--- config.mk ---
export PLATFORM = sky130hd
export DESIGN_NAME = keypad_scanner
export DESIGN_NICKNAME = d
export VERILOG_FILES = /design/src/rtl/keypad_pkg.sv /design/src/rtl/sync_2ff.sv /design/src/rtl/keypad_scanner.sv
export SDC_FILE = /design/constraint.sdc
export NUM_CORES = 1
export LEC_CHECK = 0
export ABC_AREA = 1
export ABC_CLOCK_PERIOD_IN_PS = 8300
export CAP_MARGIN = 10
export CORE_MARGIN = 5
export CORE_UTILIZATION = 40
export DETAILED_ROUTE_END_ITERATION = 7
export PLACE_DENSITY = 0.65
export SKIP_CTS_REPAIR_TIMING = 1
export SLEW_MARGIN = 40
export SYNTH_ARGS = -nofsm -noshare
export SYNTH_HDL_FRONTEND = slang
export SYNTH_SLANG_ARGS = --single-unit
export TNS_END_PERCENT = 10
--- constraint.sdc ---
create_clock -name clk -period 8.3 [get_ports clk]
set_input_delay 0.83 -clock clk [delete_from_list [all_inputs] [get_ports clk]]
set_output_delay 0.83 -clock clk [all_outputs]
set_load 0.01 [all_outputs]
--- src/rtl/keypad_pkg.sv ---
// Shared types and key map for the 4x4 keypad scanner: key code constants,
// scan-result and FSM state enums, and the row/column to code translation.
package keypad_pkg;

  localparam logic [3:0] KEY_A    = 4'd10;
  localparam logic [3:0] KEY_B    = 4'd11;
  localparam logic [3:0] KEY_C    = 4'd12;
  localparam logic [3:0] KEY_D    = 4'd13;
  localparam logic [3:0] KEY_STAR = 4'd14;
  localparam logic [3:0] KEY_HASH = 4'd15;

  typedef enum logic [1:0] {
    NONE,
    SINGLE,
    MULTI
  } scan_res_e;

  typedef enum logic [1:0] {
    IDLE,
    DEBOUNCE,
    PRESSED,
    RELEASE
  } kp_state_e;

  // Digits occupy a 3x3 block (1..9) plus 0 under the centre of row 3.
  function automatic logic [3:0] keymap(input logic [1:0] r, input logic [1:0] c);
    logic [3:0] code;
    if (c == 2'd3) begin
      code = KEY_A + {2'b00, r};
    end else if (r == 2'd3) begin
      case (c)
        2'd0:    code = KEY_STAR;
        2'd1:    code = 4'd0;
        default: code = KEY_HASH;
      endcase
    end else begin
      code = ({2'b00, r} * 4'd3) + {2'b00, c} + 4'd1;
    end
    return code;
  endfunction

endpackage

--- src/rtl/sync_2ff.sv ---
// Two-flop synchroniser for the asynchronous, active-low keypad row inputs.
// Resets to all-ones so an idle (pulled-up) keypad is seen immediately.
module sync_2ff #(
  parameter int W = 4
) (
  input  logic         clk,
  input  logic         rst_n,
  input  logic [W-1:0] d_i,
  output logic [W-1:0] q_o
);

  logic [W-1:0] meta_q;
  logic [W-1:0] sync_q;

  always_ff @(posedge clk) begin
    if (!rst_n) begin
      meta_q <= '1;
      sync_q <= '1;
    end else begin
      meta_q <= d_i;
      sync_q <= meta_q;
    end
  end

  assign q_o = sync_q;

endmodule

--- src/rtl/keypad_scanner.sv ---
// 4x4 keypad scanner: column scan, per-scan reduction, debounce FSM and a
// valid/ready key output. Define AUTO_REPEAT_EN to re-emit held keys.
module keypad_scanner
  import keypad_pkg::*;
#(
  parameter int SCAN_DIV     = 1000,
  parameter int DEBOUNCE_CNT = 4,
  parameter int REPEAT_DELAY = 64,
  parameter int REPEAT_RATE  = 16
) (
  input  logic       clk,
  input  logic       rst_n,
  input  logic [3:0] row,
  output logic [3:0] col,
  output logic [3:0] key_code,
  output logic       key_valid,
  input  logic       key_ready,
  output logic       key_held,
  output logic       overrun
);

  localparam int DW_W  = $clog2(SCAN_DIV);
  localparam int CNT_W = (DEBOUNCE_CNT > 1) ? $clog2(DEBOUNCE_CNT + 1) : 1;

  logic [3:0] row_s;

  sync_2ff #(.W(4)) u_row_sync (
    .clk   (clk),
    .rst_n (rst_n),
    .d_i   (row),
    .q_o   (row_s)
  );

  logic [DW_W-1:0] dwell_q;
  logic [1:0]      col_idx_q;
  logic [3:0]      col_q;
  logic [15:0]     press_q;
  logic            scan_done_q;
  logic            last_dwell;

  assign last_dwell = (dwell_q == DW_W'(SCAN_DIV - 1));

  // press_q bit {r,c} holds "key down" from the most recent capture of column c
  always_ff @(posedge clk) begin
    if (!rst_n) begin
      dwell_q     <= '0;
      col_idx_q   <= '0;
      col_q       <= 4'b1110;
      press_q     <= '0;
      scan_done_q <= 1'b0;
    end else begin
      scan_done_q <= last_dwell && (col_idx_q == 2'd3);
      if (last_dwell) begin
        dwell_q   <= '0;
        col_idx_q <= col_idx_q + 2'd1;
        col_q     <= {col_q[2:0], col_q[3]};
        for (int r = 0; r < 4; r++) begin
          press_q[{2'(r), col_idx_q}] <= ~row_s[r];
        end
      end else begin
        dwell_q <= dwell_q + 1'b1;
      end
    end
  end

  scan_res_e  res;
  logic [3:0] res_code;
  logic [4:0] n_down;

  always_comb begin
    n_down   = '0;
    res_code = '0;
    for (int r = 0; r < 4; r++) begin
      for (int c = 0; c < 4; c++) begin
        if (press_q[{2'(r), 2'(c)}]) begin
          n_down   = n_down + 5'd1;
          res_code = keymap(2'(r), 2'(c));
        end
      end
    end
    if (n_down == 5'd0)      res = NONE;
    else if (n_down == 5'd1) res = SINGLE;
    else                     res = MULTI;
  end

  kp_state_e        state_q;
  logic [3:0]       cand_q;
  logic [CNT_W-1:0] cnt_q;
  logic [3:0]       key_code_q;
  logic             key_valid_q;
  logic             overrun_q;
  logic             cnt_last;
  logic             rep_emit;
  logic             emit_d;
  logic [3:0]       emit_code_d;

  assign cnt_last = (cnt_q == CNT_W'(DEBOUNCE_CNT - 1));

`ifdef AUTO_REPEAT_EN
  logic [15:0] rep_cnt_q;
  logic        rep_first_q;
  logic        rep_hit;

  assign rep_hit  = rep_first_q ? (rep_cnt_q == 16'(REPEAT_DELAY - 1))
                                : (rep_cnt_q == 16'(REPEAT_RATE - 1));
  assign rep_emit = (state_q == PRESSED) && (res != NONE) && rep_hit;

  // Counts held scans while PRESSED; the first period is the longer delay
  always_ff @(posedge clk) begin
    if (!rst_n || (state_q != PRESSED)) begin
      rep_cnt_q   <= '0;
      rep_first_q <= 1'b1;
    end else if (scan_done_q && (res != NONE)) begin
      if (rep_hit) begin
        rep_cnt_q   <= '0;
        rep_first_q <= 1'b0;
      end else begin
        rep_cnt_q <= rep_cnt_q + 16'd1;
      end
    end
  end
`else
  logic unused_rep;
  assign rep_emit   = 1'b0;
  assign unused_rep = (REPEAT_DELAY == REPEAT_RATE);
`endif

  always_comb begin
    emit_d      = 1'b0;
    emit_code_d = res_code;
    if (scan_done_q) begin
      case (state_q)
        IDLE:     emit_d = (res == SINGLE) && (DEBOUNCE_CNT == 1);
        DEBOUNCE: emit_d = (res == SINGLE) && (res_code == cand_q) && cnt_last;
        PRESSED: begin
          emit_d      = rep_emit;
          emit_code_d = cand_q;
        end
        default:  emit_d = 1'b0;
      endcase
    end
  end

  always_ff @(posedge clk) begin
    if (!rst_n) begin
      state_q     <= IDLE;
      cand_q      <= '0;
      cnt_q       <= '0;
      key_code_q  <= '0;
      key_valid_q <= 1'b0;
      overrun_q   <= 1'b0;
    end else begin
      overrun_q <= 1'b0;
      // A pending key that is not being taken this cycle blocks the new one
      if (emit_d) begin
        if (!key_valid_q || key_ready) begin
          key_code_q  <= emit_code_d;
          key_valid_q <= 1'b1;
        end else begin
          overrun_q <= 1'b1;
        end
      end else if (key_valid_q && key_ready) begin
        key_valid_q <= 1'b0;
      end

      if (scan_done_q) begin
        case (state_q)
          IDLE: begin
            if (res == SINGLE) begin
              cand_q  <= res_code;
              cnt_q   <= CNT_W'(1);
              state_q <= (DEBOUNCE_CNT == 1) ? PRESSED : DEBOUNCE;
            end
          end
          DEBOUNCE: begin
            if (res != SINGLE) begin
              state_q <= IDLE;
            end else if (res_code != cand_q) begin
              cand_q <= res_code;
              cnt_q  <= CNT_W'(1);
            end else if (cnt_last) begin
              state_q <= PRESSED;
            end else begin
              cnt_q <= cnt_q + 1'b1;
            end
          end
          PRESSED: begin
            if (res == NONE) begin
              cnt_q   <= CNT_W'(1);
              state_q <= (DEBOUNCE_CNT == 1) ? IDLE : RELEASE;
            end
          end
          RELEASE: begin
            if (res != NONE) begin
              state_q <= PRESSED;
            end else if (cnt_last) begin
              state_q <= IDLE;
            end else begin
              cnt_q <= cnt_q + 1'b1;
            end
          end
          default: state_q <= IDLE;
        endcase
      end
    end
  end

  assign col       = col_q;
  assign key_code  = key_code_q;
  assign key_valid = key_valid_q;
  assign overrun   = overrun_q;
  assign key_held  = (state_q == PRESSED) || (state_q == RELEASE);

endmodule

# Yosys cells after proc, flatten, opt, wreduce, memory -nomap -nowiden
# Cells that the tools add are included.
# totals
regBits	56
rom_bits	0
mem_bits_rw	0
memories	0
latchBits	0
input_bits	7
# classes
addsub	18
bitwise_logic	5
div	0
mux	73
n_shift	0
n_reduce_logical	24
multipliers	0
order_cmp	8
eq_ne	20
# op_table
op	n
$mux W4	20
$add A5 B1 Y5 const B	15
$mux W5	15
$bwmux W16	4
$mux W2	9
$mux W3	6
$mux W1	12
$pmux W3 S4	1
$add A10 B1 Y10 const B	1
$eq A10 B10 Y1 const B	1
$lt A4 B5 Y1 const B	2
$ne A2 B2 Y1 const B	5
$reduce_and A5 Y1	2
$ne A3 B3 Y1 const B	3
$demux W1 S2	4
$ge A4 B1 Y1 const B	2
$logic_and A1 B1 Y1	8
$pmux W2 S4	1
$pmux W4 S2	1
$eq A2 B2 Y1 const B	3
$reduce_and A2 Y1	3
$reduce_and A6 Y1	1
$reduce_bool A2 Y1	3
$eq A5 B1 Y1 const B	1
other kinds (17)	25

# Longest topological paths before layout
# depth
word_depth	41
depth_mapped	58

# Modules after synthesis
# A second synthesis with hierarchy kept.
# hier_totals
hier_cells	678
hier_area_um2	4227.8
# by_module_without_submodules
mod	seq_area_each_um2	cells_per_inst	instances	area_each_um2
keypad_scanner	960.9	653	1	4002.6
sync_2ff	160.2	25	1	225.2

# Worst setup path after synthesis
# OpenSTA, ideal clock, no wires.
# synth_timing
kind	register to register
start	reg press_q[0]
end	reg state_q[1]
arrival_time_ps	7532
setup_slack_ps	656
stages_incl_launch_ff	57
period_less_slack_ps	7644
t_required_ps	8187
path_buffers	0
path_cell_list	dfxtp_1 -> inv_1 -> ha_1 -> inv_1 -> nand2_2 -> nand2_1 -> inv_1 -> ha_1 -> nand2_1 -> nand2_1 -> ha_1 -> or2_1 -> nand2_1 -> inv_1 -> ha_1 -> nand2_1 -> nand2_1 -> ha_1 -> [21 not listed] -> nand2_1 -> nand2_1 -> ha_1 -> or2_2 -> o21ai_2 -> inv_2 -> ha_1 -> inv_1 -> o21ai_1 -> inv_1 -> nand2_2 -> nand3b_4 -> o21ai_0 -> nand2_1 -> nor2_2 -> nand2_1 -> nand2_1 -> nor2_1
# synth_between
elab_chain_cells	37
elab_cells_between_ends	65
cone_classes	add/sub: 15; eq/ne: 9; mux: 37; reduce/logical: 4
# synth_lines
element	line_no	source
from (decl)	keypad_scanner.sv:37	logic [15:0] press_q;
from (signal, indexed assignment)	keypad_scanner.sv:58	press_q[{2'(r), col_idx_q}] <= ~row_s[r];
$mux W1	keypad_scanner.sv:75	if (press_q[{2'(r), 2'(c)}]) begin
$add A5 B1 Y5	keypad_scanner.sv:76	n_down = n_down + 5'd1;
$mux W5	keypad_scanner.sv:75	
$add A5 B1 Y5	keypad_scanner.sv:76	
$mux W5	keypad_scanner.sv:75	
$add A5 B1 Y5	keypad_scanner.sv:76	
$mux W5	keypad_scanner.sv:75	
$add A5 B1 Y5	keypad_scanner.sv:76	
[21 not listed]	n/a	
$add A5 B1 Y5	keypad_scanner.sv:76	
$mux W5	keypad_scanner.sv:75	
$eq A5 B1 Y1	keypad_scanner.sv:82	else if (n_down == 5'd1) res = SINGLE;
$mux W2	keypad_scanner.sv:82	
$mux W2	keypad_scanner.sv:81	if (n_down == 5'd0) res = NONE;
$ne A2 B1 Y1 (tied with other cells)	keypad_scanner.sv:176	if (res != SINGLE) begin
$ne A3 B3 Y1 (no line) (tied with other cells)	n/a	
$reduce_and A6 Y1 (no line) / $pmux W2 S4 (equally long branches)	n/a	
to (signal assigned)	keypad_scanner.sv:172	state_q <= (DEBOUNCE_CNT == 1) ? PRESSED : DEBOUNCE;
to (signal assigned)	keypad_scanner.sv:190	state_q <= (DEBOUNCE_CNT == 1) ? IDLE : RELEASE;
to (decl)	keypad_scanner.sv:86	kp_state_e state_q;
# Parallel ways exist; a longest one is shown, timed or not.
# A chain may end at the register's enable or synchronous reset.

# Final worst setup path
# layout_timing
start	reg press_q[1]
end	reg cnt_q[1]
# layout_between
elab_chain_cells	35
elab_cells_between_ends	61
cone_classes	add/sub: 14; eq/ne: 8; mux: 35; reduce/logical: 4
# layout_lines
element	line_no	source
$mux W5	keypad_scanner.sv:75	
$add A5 B1 Y5	keypad_scanner.sv:76	
$mux W5	keypad_scanner.sv:75	
$add A5 B1 Y5	keypad_scanner.sv:76	
$mux W5	keypad_scanner.sv:75	
$add A5 B1 Y5	keypad_scanner.sv:76	
$mux W5	keypad_scanner.sv:75	
$add A5 B1 Y5	keypad_scanner.sv:76	
[19 not listed]	n/a	
$add A5 B1 Y5	keypad_scanner.sv:76	
$mux W5	keypad_scanner.sv:75	
$eq A5 B1 Y1	keypad_scanner.sv:82	
$mux W2	keypad_scanner.sv:82	
$mux W2	keypad_scanner.sv:81	
$ne A2 B1 Y1 (tied with other cells)	keypad_scanner.sv:176	
$ne A2 B2 Y1 (no line)	n/a	
$reduce_and A5 Y1 (no line)	n/a	
to (signal assigned)	keypad_scanner.sv:184	cnt_q <= cnt_q + 1'b1;
to (signal assigned)	keypad_scanner.sv:199	cnt_q <= cnt_q + 1'b1;
to (decl)	keypad_scanner.sv:88	logic [CNT_W-1:0] cnt_q;
# Parallel ways exist; a longest one is shown, timed or not. The select of a mux whose other input is x is not followed.

==> summary by stage <==
Route
For this run, the detailed router's first-pass iteration total came to 6. After detailed routing, the average wire length per cell comes to 9.90 um. The number of design-rule violations left by the first detailed-router iteration is 132. The detail-routed via count per cell is 4.73. In the routed design, unresolved DRC markers number 0. The wire length after detailed routing is 8.24 mm.

For this block, the via count after detailed routing is 3,935. Once detail routing completed, the nets flagged for antenna violations numbered 0.

STA
Setup violations remaining at the end of the flow were counted as 0. In the finished design, the share of the clock period the worst path needs comes to 0.940. The final total negative setup slack is 0 ns. After layout, the minimum clock period comes to 7.80 ns. The maximum operating frequency is 128 MHz. The maximum clock skew at final layout is 0.00577 ns. Across all hold checks on the routed design, the worst slack comes to 0.417 ns. The actual slew at the worst max-slew pin is 0.680 ns. The number of endpoints with negative hold slack in the final report is 0. The normalized max-slew margin is 0.546. The number of slew-limit violations in the final report came to 0.

Floorplanning
The die covers 12,700 um^2. For this configuration, the core starts out at a cell density of 0.409. Measured along the x axis, the die boundary spans 113 um.

The core area is 10,300 um^2. The number of standard-cell rows in the floorplan is 37. The height of the die is 113 um. The I/O pin count is 18.

Worst setup path
The arrival time of data at the critical path endpoint is 7.98 ns. The family with the most delay on the worst path is adder cells. The register-to-register path setup slack is 0.50 ns. The most critical setup path has its startpoint at press_q[1]$_SDFFE_PN0P_. In this design, the stage delay of the slowest critical-path cell is 0.35 ns. The most repeated library cell on the critical path is sky130_fd_sc_hd__nand2_2.

STA puts the critical path data required time at 8.48 ns. The type of origin of the critical path is a flop. Along the worst path, the maximum fanout reaches 4. The standard cell with the maximum stage delay on the critical path is sky130_fd_sc_hd__dfxtp_2.

The kind of capture point of the worst setup path is a flop. The start-to-end type of the worst setup path is flop to flop. The worst register-to-register path begins at press_q[1]$_SDFFE_PN0P_. The critical path contains buffers and inverters numbering 6 combined.

Clock network
The H-tree depth is 2. The number of clock buffers inserted by TritonCTS is 5. At the later pin of the worst-skew pair, clock insertion delay measures 0.30 ns. The maximum clock insertion buffer count is 2. The clock input transition at the sequential cells of the worst setup and hold paths is 0.09 ns. The total number of clock tree sinks is 56. The TritonCTS clock tree is built. Clock tree synthesis selected as its root buffer the cell sky130_fd_sc_hd__clkbuf_8.

Pwr
The power density normalized to cell area is 92.2 nW/um^2. The final total power is 0.437 mW. Summed over all cells, the static leakage comes to 2.53 nW. The worst IR drop on VDD is 0.156 mV.

Placed design
The final weighted congestion of routability-driven global placement is 0.869. Once placement completed, the tool counted placed cells totaling 821. The HPWL after detailed placement is 6.60 mm. The count of input and output buffers is 17.

Yosys
Ranked by total cell area, the synthesized netlist is headed by sky130_fd_sc_hd__dfxtp_1 27%, sky130_fd_sc_hd__nand2_1 17%, sky130_fd_sc_hd__inv_1 9.7%. For this run, the number of Yosys warnings is 0. Synthesis produced a netlist whose cell count is 674. The synthesized flop and latch total is 56. The top-area cell type share of the netlist area is 0.267. When the netlist entered floorplanning its net count stood at 703.

The netlist uses 39 different library cells. The netlist area before placement is 4200 um^2. The sequential element share of the synthesized area is 0.267. Dividing the synthesized area by the synthesized cell count gives 6.24 um^2. The synthesized design spends more area on one cell type than any other, namely sky130_fd_sc_hd__dfxtp_1.

Status
The flow ran to the end, and the final reports show no timing, DRC or antenna violations.

Cells and area
The layout-stage area growth over the synthesis result is 12.7%. The layout has 1,082 filler cells. The non-filler instance count after layout is 832. The post-layout utilization of the core is 0.461.

The antenna diode instance count is 0. The count of nets after finishing is 725. In the final layout, the share of cells above drive strength 1 is 0.167.

Global routing
The wire length of the first global-routing pass is 15.2 mm. For this run, the total global-route usage over all layers was measured as 0.135. The number of antenna violations at the first check in global routing is 0. The maximum number of pins on one net before global-route repair is 33. The via count of the first global-routing pass is 3,755. The total global routing overflow is 0.

Worst hold path
The hold path startpoint is u_row_sync.meta_q[2]$_SDFF_PN1_. The path type of the worst min-delay path is flop to flop.

Run
The reported max-cap violation count is 0.
## layer usage
metal	wire [um]	GRT usage
met2	3880	0.236
met5	0	0
met3	171	0.0210
met1	4050	0.170
met4	131	0.0465
## placed cells by master (no fill, tap or decap), drive strengths merged, types with 3 or more instances in the layout
cell / count
a21boi: 3
dfxtp: 56
xor2: 4
or2: 15
a211oi: 4
nand4: 6
o21ai: 23
nand3b: 6
a21oi: 42
nor2: 54
nand2: 234
nor3: 8
clkdlybuf4s50: 16
clkbuf: 6
buf: 5
ha: 22
nand3: 64
inv: 116
## area by class of cell
class / instances / area [um^2] / area share
Tap cell: 136 / 170 / 0.0359
Timing Repair Buffer: 21 / 195 / 0.0412
Inverter: 116 / 435 / 0.0919
Clock inverter: 1 / 8.76 / 0.00185
Sequential cell: 56 / 1120 / 0.237
Multi-Input combinational cell: 496 / 2720 / 0.574
Clock buffer: 6 / 82.6 / 0.0174
## synthesized netlist by cell type
cell type	instances
sky130_fd_sc_hd__a2111oi_0	1
sky130_fd_sc_hd__a211oi_1	4
sky130_fd_sc_hd__a21boi_0	3
sky130_fd_sc_hd__a21oi_1	42
sky130_fd_sc_hd__a22oi_1	1
sky130_fd_sc_hd__a311oi_1	1
sky130_fd_sc_hd__and3_1	1
sky130_fd_sc_hd__buf_1	1
sky130_fd_sc_hd__clkbuf_1	5
sky130_fd_sc_hd__dfxtp_1	56
sky130_fd_sc_hd__ha_1	22
sky130_fd_sc_hd__inv_1	109
sky130_fd_sc_hd__inv_2	7
sky130_fd_sc_hd__nand2_1	193
sky130_fd_sc_hd__nand2_2	39
sky130_fd_sc_hd__nand2_4	2
sky130_fd_sc_hd__nand3_1	50
sky130_fd_sc_hd__nand3_2	13
sky130_fd_sc_hd__nand3_4	1
sky130_fd_sc_hd__nand3b_1	5
sky130_fd_sc_hd__nand3b_4	1
sky130_fd_sc_hd__nand4_1	5
sky130_fd_sc_hd__nand4_2	1
sky130_fd_sc_hd__nor2_1	51
sky130_fd_sc_hd__nor2_2	2
sky130_fd_sc_hd__nor2_8	1
sky130_fd_sc_hd__nor3_1	8
sky130_fd_sc_hd__nor3b_1	2
sky130_fd_sc_hd__nor4_1	1
sky130_fd_sc_hd__o211ai_1	2
sky130_fd_sc_hd__o21ai_0	18
sky130_fd_sc_hd__o21ai_1	4
sky130_fd_sc_hd__o21ai_2	1
sky130_fd_sc_hd__o21bai_1	1
sky130_fd_sc_hd__or2_0	1
sky130_fd_sc_hd__or2_1	1
sky130_fd_sc_hd__or2_2	13
sky130_fd_sc_hd__xnor2_1	1
sky130_fd_sc_hd__xor2_1	4
## registers in the layout, summed over array words and instances (netlist names)
| name | count |
|---|---|
| key_valid | 1 |
| cand_q | 4 |
| scan_done_q | 1 |
| overrun | 1 |
| u_row_sync.meta_q | 4 |
| col_idx_q | 2 |
| u_row_sync.q_o | 4 |
| press_q | 16 |
| key_code | 4 |
| dwell_q | 10 |
| state_q | 2 |
| col | 4 |
| cnt_q | 3 |
## final timing paths
kind / depth (start not counted) / end
setup / recovery: 53 / cnt_q[1]$_SDFFE_PN0P_
hold reg to reg: 1 / u_row_sync.q_o[2]$_SDFF_PN1_
setup reg to reg: 53 / cnt_q[1]$_SDFFE_PN0P_
hold / removal: 1 / u_row_sync.q_o[2]$_SDFF_PN1_
## worst register-to-register path, delay by kind of cell, from the launching register on
kind | cells | cell delay, ns
and+or+nand+nor | 29 | 2.71
AOI/OAI and AO/OA | 4 | 0.51
buffers and inverters | 6 | 0.33
DFF | 1 | 0.35
adders and majority gates | 14 | 3.75
## power by group
part / switching (mW) / internal, mW / leakage, nW / total [mW]
Sequential: 0.00176 / 0.271 / 0.455 / 0.273
Clock: 0.0835 / 0.0667 / 0.0473 / 0.150
Combinational: 0.00745 / 0.00577 / 2.03 / 0.0132
## cells by family after synthesis
kind of cell,count (synthesis),synth area share
AOI/OAI and AO/OA,78,0.102
xor gates and xnor gates,5,0.0104
adders and majority gates,22,0.0655
buffers and inverters,122,0.109
DFF,56,0.267
and+or+nand+nor,391,0.446
## through the flow
step / setup slack (ns) / instance area (um^2)
final: 0.501 / 4740
after global routing: -0.00950 / 4740
after CTS: 0.0510 / 4610
after detailed placement: 0.100 / 4520
after global placement: 0.366 / 4520
after floorplan: 0.656 / 4200
No activity file was read; power rests on OpenSTA's default activity.
